`config.mk`:
```
export PLATFORM = sky130hd
export DESIGN_NAME = fetch_unit
export DESIGN_NICKNAME = d
export VERILOG_FILES = /design/src/rtl/cpu_pkg.sv /design/src/rtl/fetch_skid_buf.sv /design/src/rtl/fetch_unit.sv
export SDC_FILE = /design/constraint.sdc
export NUM_CORES = 1
export LEC_CHECK = 0
export ABC_AREA = 1
export CORE_MARGIN = 1
export CORE_UTILIZATION = 40
export CTS_CLUSTER_SIZE = 40
export DETAILED_ROUTE_END_ITERATION = 8
export PLACE_DENSITY = 0.61
export SKIP_CTS_REPAIR_TIMING = 1
export SYNTH_ARGS = -nofsm -noshare
export SYNTH_HDL_FRONTEND = slang
export SYNTH_HIERARCHICAL = 1
export SYNTH_SLANG_ARGS = --single-unit
```
`constraint.sdc`:
```
create_clock -name clk -period 2 [get_ports clk]
set_input_delay 0.2 -clock clk [delete_from_list [all_inputs] [get_ports clk]]
set_output_delay 0.2 -clock clk [all_outputs]
set_load 0.05 [all_outputs]
```
`src/rtl/cpu_pkg.sv`:
```
// Shared constants and types for the instruction-fetch front end.
package cpu_pkg;
   localparam int INSTR_W    = 32;
   localparam int OPCODE_MSB = 31;
   localparam int OPCODE_LSB = 26;
   localparam logic [INSTR_W-1:0] NOP = '0;

   typedef enum logic [1:0] {IDLE, FETCH, FULL} fetch_state_t;
endpackage

```
`src/rtl/fetch_skid_buf.sv`:
```
// Output register plus one skid entry; the skid absorbs the word in flight when the consumer stalls.
module fetch_skid_buf #(
   parameter int W = 32
) (
   input  logic         clk,
   input  logic         rst,
   input  logic         flush,
   input  logic         push,
   input  logic [W-1:0] push_data,
   input  logic         pop,
   output logic         out_valid,
   output logic [W-1:0] out_data,
   output logic         skid_valid
);
   logic [W-1:0] skid_data;

   always_ff @(posedge clk) begin
      if (rst) begin
         out_valid  <= 1'b0;
         skid_valid <= 1'b0;
         out_data   <= '0;
         skid_data  <= '0;
      end else if (flush) begin
         out_valid  <= 1'b0;
         skid_valid <= 1'b0;
      end else if (!out_valid || pop) begin
         // Output slot frees up: skid drains first to keep program order.
         if (skid_valid) begin
            out_valid  <= 1'b1;
            out_data   <= skid_data;
            skid_valid <= push;
            if (push) skid_data <= push_data;
         end else begin
            out_valid <= push;
            if (push) out_data <= push_data;
         end
      end else if (push) begin
         skid_valid <= 1'b1;
         skid_data  <= push_data;
      end
   end
endmodule

```
`src/rtl/fetch_unit.sv`:
```
// Fetch stage: owns the PC, handshakes with instruction memory, and feeds the datapath one word at a time.
module fetch_unit
   import cpu_pkg::*;
#(
   parameter int                ADDR_W   = 32,
   parameter logic [ADDR_W-1:0] RESET_PC = '0
) (
   input  logic              clk,
   input  logic              rst,
   output logic              imem_req,
   output logic [ADDR_W-1:0] imem_addr,
   input  logic              imem_ready,
   input  logic [31:0]       imem_rdata,
   input  logic              stall,
   input  logic              redirect_valid,
   input  logic [ADDR_W-1:0] redirect_pc,
   output logic              instr_valid,
   output logic [31:0]       instr,
   output logic [ADDR_W-1:0] instr_pc,
   output logic [ADDR_W-1:0] pc_plus4,
   output logic [5:0]        opcode
);
   localparam int ENTRY_W = INSTR_W + 2 * ADDR_W;

   fetch_state_t      state;
   logic [ADDR_W-1:0] pc, pc_inc, kill_pc, redirect_tgt;
   logic              kill, transfer, push, pop, skid_valid;
   logic [1:0]        occ_nxt;
   logic [ENTRY_W-1:0] out_data;

   assign imem_req     = (state == FETCH);
   assign imem_addr    = pc;
   assign pc_inc       = pc + ADDR_W'(4);
   assign redirect_tgt = redirect_pc & ~ADDR_W'(3);
   assign transfer     = imem_req & imem_ready;
   // Words returning for a killed request or during a redirect never enter the pipe.
   assign push         = transfer & ~kill & ~redirect_valid;
   assign pop          = instr_valid & ~stall;
   assign occ_nxt      = {1'b0, instr_valid} + {1'b0, skid_valid} + {1'b0, push} - {1'b0, pop};

   fetch_skid_buf #(.W(ENTRY_W)) u_skid (
      .clk        (clk),
      .rst        (rst),
      .flush      (redirect_valid),
      .push       (push),
      .push_data  ({imem_rdata, pc, pc_inc}),
      .pop        (pop),
      .out_valid  (instr_valid),
      .out_data   (out_data),
      .skid_valid (skid_valid)
   );

   assign {instr, instr_pc, pc_plus4} = out_data;
   assign opcode = instr[OPCODE_MSB:OPCODE_LSB];

   always_ff @(posedge clk) begin
      if (rst) begin
         state   <= IDLE;
         pc      <= RESET_PC;
         kill    <= 1'b0;
         kill_pc <= '0;
      end else if (redirect_valid) begin
         // A pending request must keep its address until accepted, so park the target.
         if (imem_req && !imem_ready) begin
            kill    <= 1'b1;
            kill_pc <= redirect_tgt;
         end else begin
            state <= FETCH;
            pc    <= redirect_tgt;
            kill  <= 1'b0;
         end
      end else if (kill) begin
         if (transfer) begin
            pc   <= kill_pc;
            kill <= 1'b0;
         end
      end else begin
         case (state)
            IDLE:    state <= FETCH;
            FETCH:   if (transfer) begin
                        pc <= pc_inc;
                        if (occ_nxt == 2'd2) state <= FULL;
                     end
            FULL:    if (pop) state <= FETCH;
            default: state <= IDLE;
         endcase
      end
   end
endmodule

```
==> run summary, run 1 <==
number of buffers added by the clock tree synthesis step: 29
clock transition at the registers of the reported paths: 0.06 ns
CTS HTree Levels: 1
Detail Placement HPWL: 26.1 mm
Post-Synth Simple-Gate Area: 0.346
Synth Area in Compound Gates: 0.116
Max-Cap Viols: 0
post-synthesis cell count: 2061
GRT Resource Usage Total: 0.220
cell type with the largest total area after synthesis: dfxtp_1
total of endpoints with negative setup slack in the final report: 0
Achievable Freq: 514 MHz
Total Nets Final: 2331
Final Instance Count excl. Fillers: 2678
crit path max fanout: 3
leakage power figure: 8.02 nW
utilization of the core after routing: 0.532
number of enable-type register cells in the synthesized netlist: 0
area enclosed by the die boundary: 0.0331 mm^2
highest-delay cell along the critical path: clkdlybuf4s50_1
number of failing hold endpoints at the final stage: 0
library cells used by synthesis: 36
fill count: 3167
status: finished clean
Synth top cells by count: nand2_1, nor2_1, dfxtp_1
num ports: 205
crit end category: primary output
unrepaired setup endpoints after global routing: yes
xor/xnor cell area share of the yosys netlist: 0.00541
Cell Rows: 65
synthesized-area fraction occupied by adder cells: 0.00348
number of vias after detailed routing: 12800
total routed wirelength: 36.9 mm
cells traversed along the worst timing path: clkdlybuf4s50_1
Final ANT Viol Nets: 0
largest family of logic cells by synthesized area: simple AND/OR/NAND/NOR gates
Core Box Area: 0.0317 mm^2
arrival time reported for the critical path endpoint: 1.75 ns
starting utilization of the core area: 0.408
Final Skew: 0.0141 ns
post-synthesis register bit count: 257
family with the most delay on the worst path: buffers and inverters
final worst path period share: 0.973
iteration-0 DRC count of the detailed router: 746
number of buffers between clock root and the deepest sink: 3
maximum resistive drop on vdd: 0.612 mV
remaining global-route overflow: 0
total instance count after detailed placement: 2629
Post-synth ARST share: 0
cell with the most instances after synthesis: nand2_1
pin count of the biggest net entering global routing: 79
final critical path time including I/O delays and setup: 1.95 ns
stage delay of the slowest cell on the critical path: 0.83 ns
most instantiated flip-flop cell in the synthesis netlist: dfxtp_1
worst setup path category: flip-flop to primary output
multiplexer share of the synthesized area: 0
Area growth syn-to-layout: 30.1%
sort of element at the start of the critical path: flip-flop
die boundary height: 182 um
number of buffer cells added on primary ports: 200
overall power of the completed layout: 0.0128 W
source-to-sink clock delay at the later pin of the worst-skew pair: 0.54 ns
average wire length per cell after detail routing: 13.8 um
required time reported for the critical path endpoint: 1.80 ns
router iterations before antenna repair: 5
number of global-route vias before repair: 11500
cell area after synthesis: 0.0130 mm^2
Mapped Avg Cell Area: 6.29 um^2
antenna violations before repair: 0
layout cell share with drive strength beyond 1: 0.0844
clock tree from TritonCTS: yes
Final GP Congestion: 0.876
DRC errors left: 0
transition time at the pin with the least slew margin: 0.607 ns
clock root cell: clkbuf_16
part of the Yosys area used for sequential elements: 0.397
register-to-register path setup slack: 0.08 ns
portion of synthesized cell area occupied by the leading cell type: 0.397
Tightest Hold Check Type: input pin to flip-flop
worst slew margin relative to its limit: 0.594
number of max-slew violations in the final report: 0
Die Width: 182 um
worst path buffer plus inverter count: 1
TritonCTS Sinks: 257
dominant cells by area after synthesis: dfxtp_1, nand2_1, nor2_1
Diodes inserted: 0
via density per instance: 4.79
wire length of the first global-routing pass: 59.3 mm
power per cell area: 757 mW/mm^2
Yosys Warn Count: 6
==> logic make-up after synthesis <==
| kind of cell | count (synthesis) |
|---|---|
| simple gates | 1121 |
| buf+inv | 386 |
| compound gates | 285 |
| flops | 257 |
| xor+xnor | 8 |
| fa+ha+maj | 3 |
| other cells | 1 |
==> area by class of cell <==
cell class              count  area, um^2  share of cell area
inverters                 251         955              0.0566
flip-flops and latches    257        5160               0.306
repair buffers            297        3090               0.183
multi-input cells        1423        6240               0.370
clock inverters             8        90.1             0.00534
clock buffers              40         827              0.0491
well taps                 402         503              0.0298
==> state kept, by name (all words and copies together) (netlist names) <==
name	cells
u_skid/out_data	96
u_skid/skid_data	96
imem_addr	30
kill_pc	30
state	2
kill	1
u_skid/out_valid	1
u_skid/skid_valid	1
==> worst paths after layout <==
check                  startpoint                   end  cells past startpoint
max                 imem_addr[30]         imem_addr[30]                      1
max reg2reg              state[1]              state[0]                     13
min               redirect_pc[22]           kill_pc[22]                      3
min reg2reg  u_skid/skid_data[22]  u_skid/skid_data[22]                      2
==> placed cells by master, fill, tap and decap left out, types with 6 or more instances in the layout <==
| master | n |
|---|---|
| o22ai_1 | 21 |
| clkdlybuf4s50_1 | 170 |
| clkinv_2 | 6 |
| buf_4 | 75 |
| nor2_1 | 409 |
| nand2_1 | 550 |
| dlymetal6s2s_1 | 29 |
| dfxtp_1 | 250 |
| nand3_1 | 123 |
| clkbuf_8 | 6 |
| nor2_4 | 9 |
| clkbuf_16 | 29 |
| nor2_2 | 7 |
| o21ai_1 | 22 |
| inv_1 | 242 |
| conb_1 | 6 |
| o21ai_0 | 128 |
| o221ai_1 | 10 |
| dfxtp_2 | 6 |
| nand2_4 | 7 |
| xor2_1 | 6 |
| a21oi_1 | 99 |
| buf_12 | 23 |
==> power breakdown <==
part | total, W | switching (W) | leakage, nW | internal, W
registers | 0.00543 | 0.000137 | 2.09 | 0.00529
logic | 0.00216 | 0.00140 | 5.47 | 0.000757
clock network | 0.00518 | 0.00208 | 0.458 | 0.00310
==> metal layers <==
| layer | up-vias | track usage | wire (um) |
|---|---|---|---|
| li1 | 6726 | - | - |
| met1 | 5724 | 0.309 | 17300 |
| met2 | 334 | 0.353 | 16700 |
| met3 | 48 | 0.0299 | 2100 |
| met4 | 0 | 0.0555 | 841 |
| met5 | - | 0 | 0 |
==> stage by stage <==
stage / TNS [ns] / area (um^2) / hold WS (ns) / setup WS (ns)
after floorplan: -0.0552 / 13000 / 0.269 / -0.0552
after global placement: -0.448 / 15800 / 0.459 / -0.258
after detailed placement: -0.507 / 15800 / 0.468 / -0.271
after CTS: -2.68 / 16700 / 0.259 / -0.195
after global routing: -0.0594 / 16900 / 0.295 / -0.0399
final: 0 / 16900 / 0.279 / 0.0544
No activity file was read; power rests on OpenSTA's default activity.
==> run 2: changes to the inputs <==
PLACE_DENSITY = 0.58   (was 0.61)
clock period = 2.4 ns   (was 2 ns; I/O delays follow)
==> run summary, run 2 (synthesis gave the netlist of run 1 again) <==
cells traversed along the worst timing path: clkdlybuf4s50_1
number of vias after detailed routing: 12500 (-2.5%)
hold-critical path depth: 3 (unchanged)
Gate power share: 0.155 (-0.014)
crit path max fanout: 8 (+5)
worst path buffer plus inverter count: 1 (unchanged)
Core Box Area: 0.0317 mm^2 (unchanged)
wire length of the first global-routing pass: 58.5 mm (-1.4%)
Final GP Congestion: 0.863 (-1.4%)
Final Skew: 0.00721 ns (-0.00684 ns)
power per cell area: 657 mW/mm^2 (-13%)
final critical path time including I/O delays and setup: 2.31 ns
Final ANT Viol Nets: 0 (unchanged)
source-to-sink clock delay at the later pin of the worst-skew pair: 0.55 ns (about the same)
pre-CTS setup slack: 0.0148 ns (+0.286 ns)
number of max-slew violations in the final report: 0 (unchanged)
commonest cells after routing, fill and taps aside: nand2_1, nor2_1, dfxtp_1, inv_1, clkdlybuf4s50_1
Detail Placement HPWL: 24.2 mm (-7.3%)
maximum resistive drop on vdd: 0.581 mV (-5.1%)
final setup margin: 0.0931 ns (+0.0387 ns)
router iterations before antenna repair: 5 (unchanged)
number of global-route vias before repair: 11000 (-4.3%)
arrival time reported for the critical path endpoint: 2.07 ns (+0.32 ns)
Reg-to-Reg End: state[0]
number of buffer cells added on primary ports: 200 (unchanged)
GRT Resource Usage Total: 0.216 (-0.00331)
share of power burned in the clock network: 0.417 (+0.011)
hold endpoint: kill_pc[13]
highest-delay cell along the critical path: clkdlybuf4s50_1
CTS HTree Levels: 1 (unchanged)
total routed wirelength: 36.4 mm (-1.3%)
die boundary height: 182 um (unchanged)
area enclosed by the die boundary: 0.0331 mm^2 (unchanged)
clock tree from TritonCTS: yes
final sum of negative setup slack: 0 ns (unchanged)
clock transition at the registers of the reported paths: 0.06 ns (about the same)
TritonCTS Sinks: 257 (unchanged)
leading cell type in the layout, fill and taps excluded: nand2_1
Max-Cap Viols: 0 (unchanged)
sequential fraction of design power: 0.427 (+0.002)
Internal: 0.00761 W (-17%)
transition time at the pin with the least slew margin: 0.634 ns (+0.0268 ns)
Largest regs: u_skid/out_data (96), u_skid/skid_data (96)
worst setup path category: flip-flop to primary output
register-to-register path setup slack: 0.26 ns (+0.18 ns)
starting utilization of the core area: 0.408 (unchanged)
number of buffers between clock root and the deepest sink: 3 (unchanged)
Tightest Hold Check Type: input pin to flip-flop
R2R depth: 13 (unchanged)
number of buffers added by the clock tree synthesis step: 30 (+3.4%)
Hold Startpoint: redirect_pc[13]
average wire length per cell after detail routing: 13.9 um (+0.48%)
layout cell share with drive strength beyond 1: 0.0525 (-0.0318)
stage delay of the slowest cell on the critical path: 0.90 ns (+0.07 ns)
via density per instance: 4.76 (-0.71%)
clock root cell: clkbuf_16
Die Width: 182 um (unchanged)
required time reported for the critical path endpoint: 2.16 ns (+0.36 ns)
antenna violations before repair: 0 (unchanged)
worst slew margin relative to its limit: 0.576 (-0.0185)
final worst path period share: 0.961
remaining global-route overflow: 0 (unchanged)
Total Nets Final: 2277 (-2.3%)
net switching power figure: 0.00306 W (-15%)
Diodes inserted: 0 (unchanged)
sort of element at the start of the critical path: flip-flop
iteration-0 DRC count of the detailed router: 924 (+24%)
crit end category: primary output
number of failing hold endpoints at the final stage: 0 (unchanged)
DRC errors left: 0 (unchanged)
Cell Rows: 65 (unchanged)
Achievable Freq: 433 MHz
total of endpoints with negative setup slack in the final report: 0 (unchanged)
switching power as a share of total power: 0.287 (+0.00382)
Area growth syn-to-layout: 25.3%
unrepaired setup endpoints after global routing: no
family with the most delay on the worst path: buffers and inverters
leakage power figure: 7.22 nW (-9.9%)
worst r2r src: state[1]
pin count of the biggest net entering global routing: 111 (+41%)
status: finished clean
num ports: 205 (unchanged)
## run 2: how the worst max path moves through the flow
stage / from / to / slack, ns / cells past startpoint
after global placement: imem_ready / state[0] / 0.05 / 11
after global routing: imem_addr[20] / imem_addr[20] / 0.03 / 1
after floorplan: state[1] / state[0] / 0.17 / 13
final: imem_addr[20] / imem_addr[20] / 0.09 / 1
after detailed placement: imem_ready / state[0] / 0.01 / 11
after CTS: imem_addr[19] / imem_addr[19] / 0.08 / 1
## run 2: power groups by stage
stage / Combinational [W] / Sequential, W / Clock, W
after floorplan: 0.000690 / 0.00497 / 0
after global placement: 0.00165 / 0.00465 / 0
after detailed placement: 0.00165 / 0.00465 / 0
after CTS: 0.00166 / 0.00456 / 0.00458
after global routing: 0.00180 / 0.00458 / 0.00478
final: 0.00165 / 0.00456 / 0.00445
## run 2: metrics by stage
stage	util	std cells	total power [W]	hold WS, ns	cell area (um^2)
floorplan	-	2066	0.00566	0.309	13000
global placement	0.481	2575	0.00630	0.460	15300
detailed placement	0.481	2575	0.00630	0.468	15300
CTS	0.512	2630	0.0108	0.275	16200
global route	0.512	2630	0.0111	0.311	16200
finish	0.512	2630	0.0107	0.313	16200
## run 2: final cells by class
class,count,area [um^2]
multi-input combinational,1423,6150
timing repair buffer,242,2520
tap,402,503
inverter,251,950
clock buffer,45,888
fill,3233,15500
clock inverter,10,77.6
sequential,257,5150
## run 2: tightest hold or removal path, cell delays in order
cell and delay, ns:
clkdlybuf4s50_1 0.42, nor2_1 0.11, nor2_1 0.05
## run 2: layer usage
| metal | GRT usage | routed length (um) | vias to the layer above | share of wire |
|---|---|---|---|---|
| met5 | 0 | 0 | - | 0 |
| met4 | 0.0548 | 741 | 0 | 0.020 |
| met3 | 0.0317 | 2190 | 45 | 0.060 |
| met2 | 0.344 | 16200 | 347 | 0.44 |
| met1 | 0.305 | 17300 | 5501 | 0.47 |
| li1 | - | - | 6620 | - |
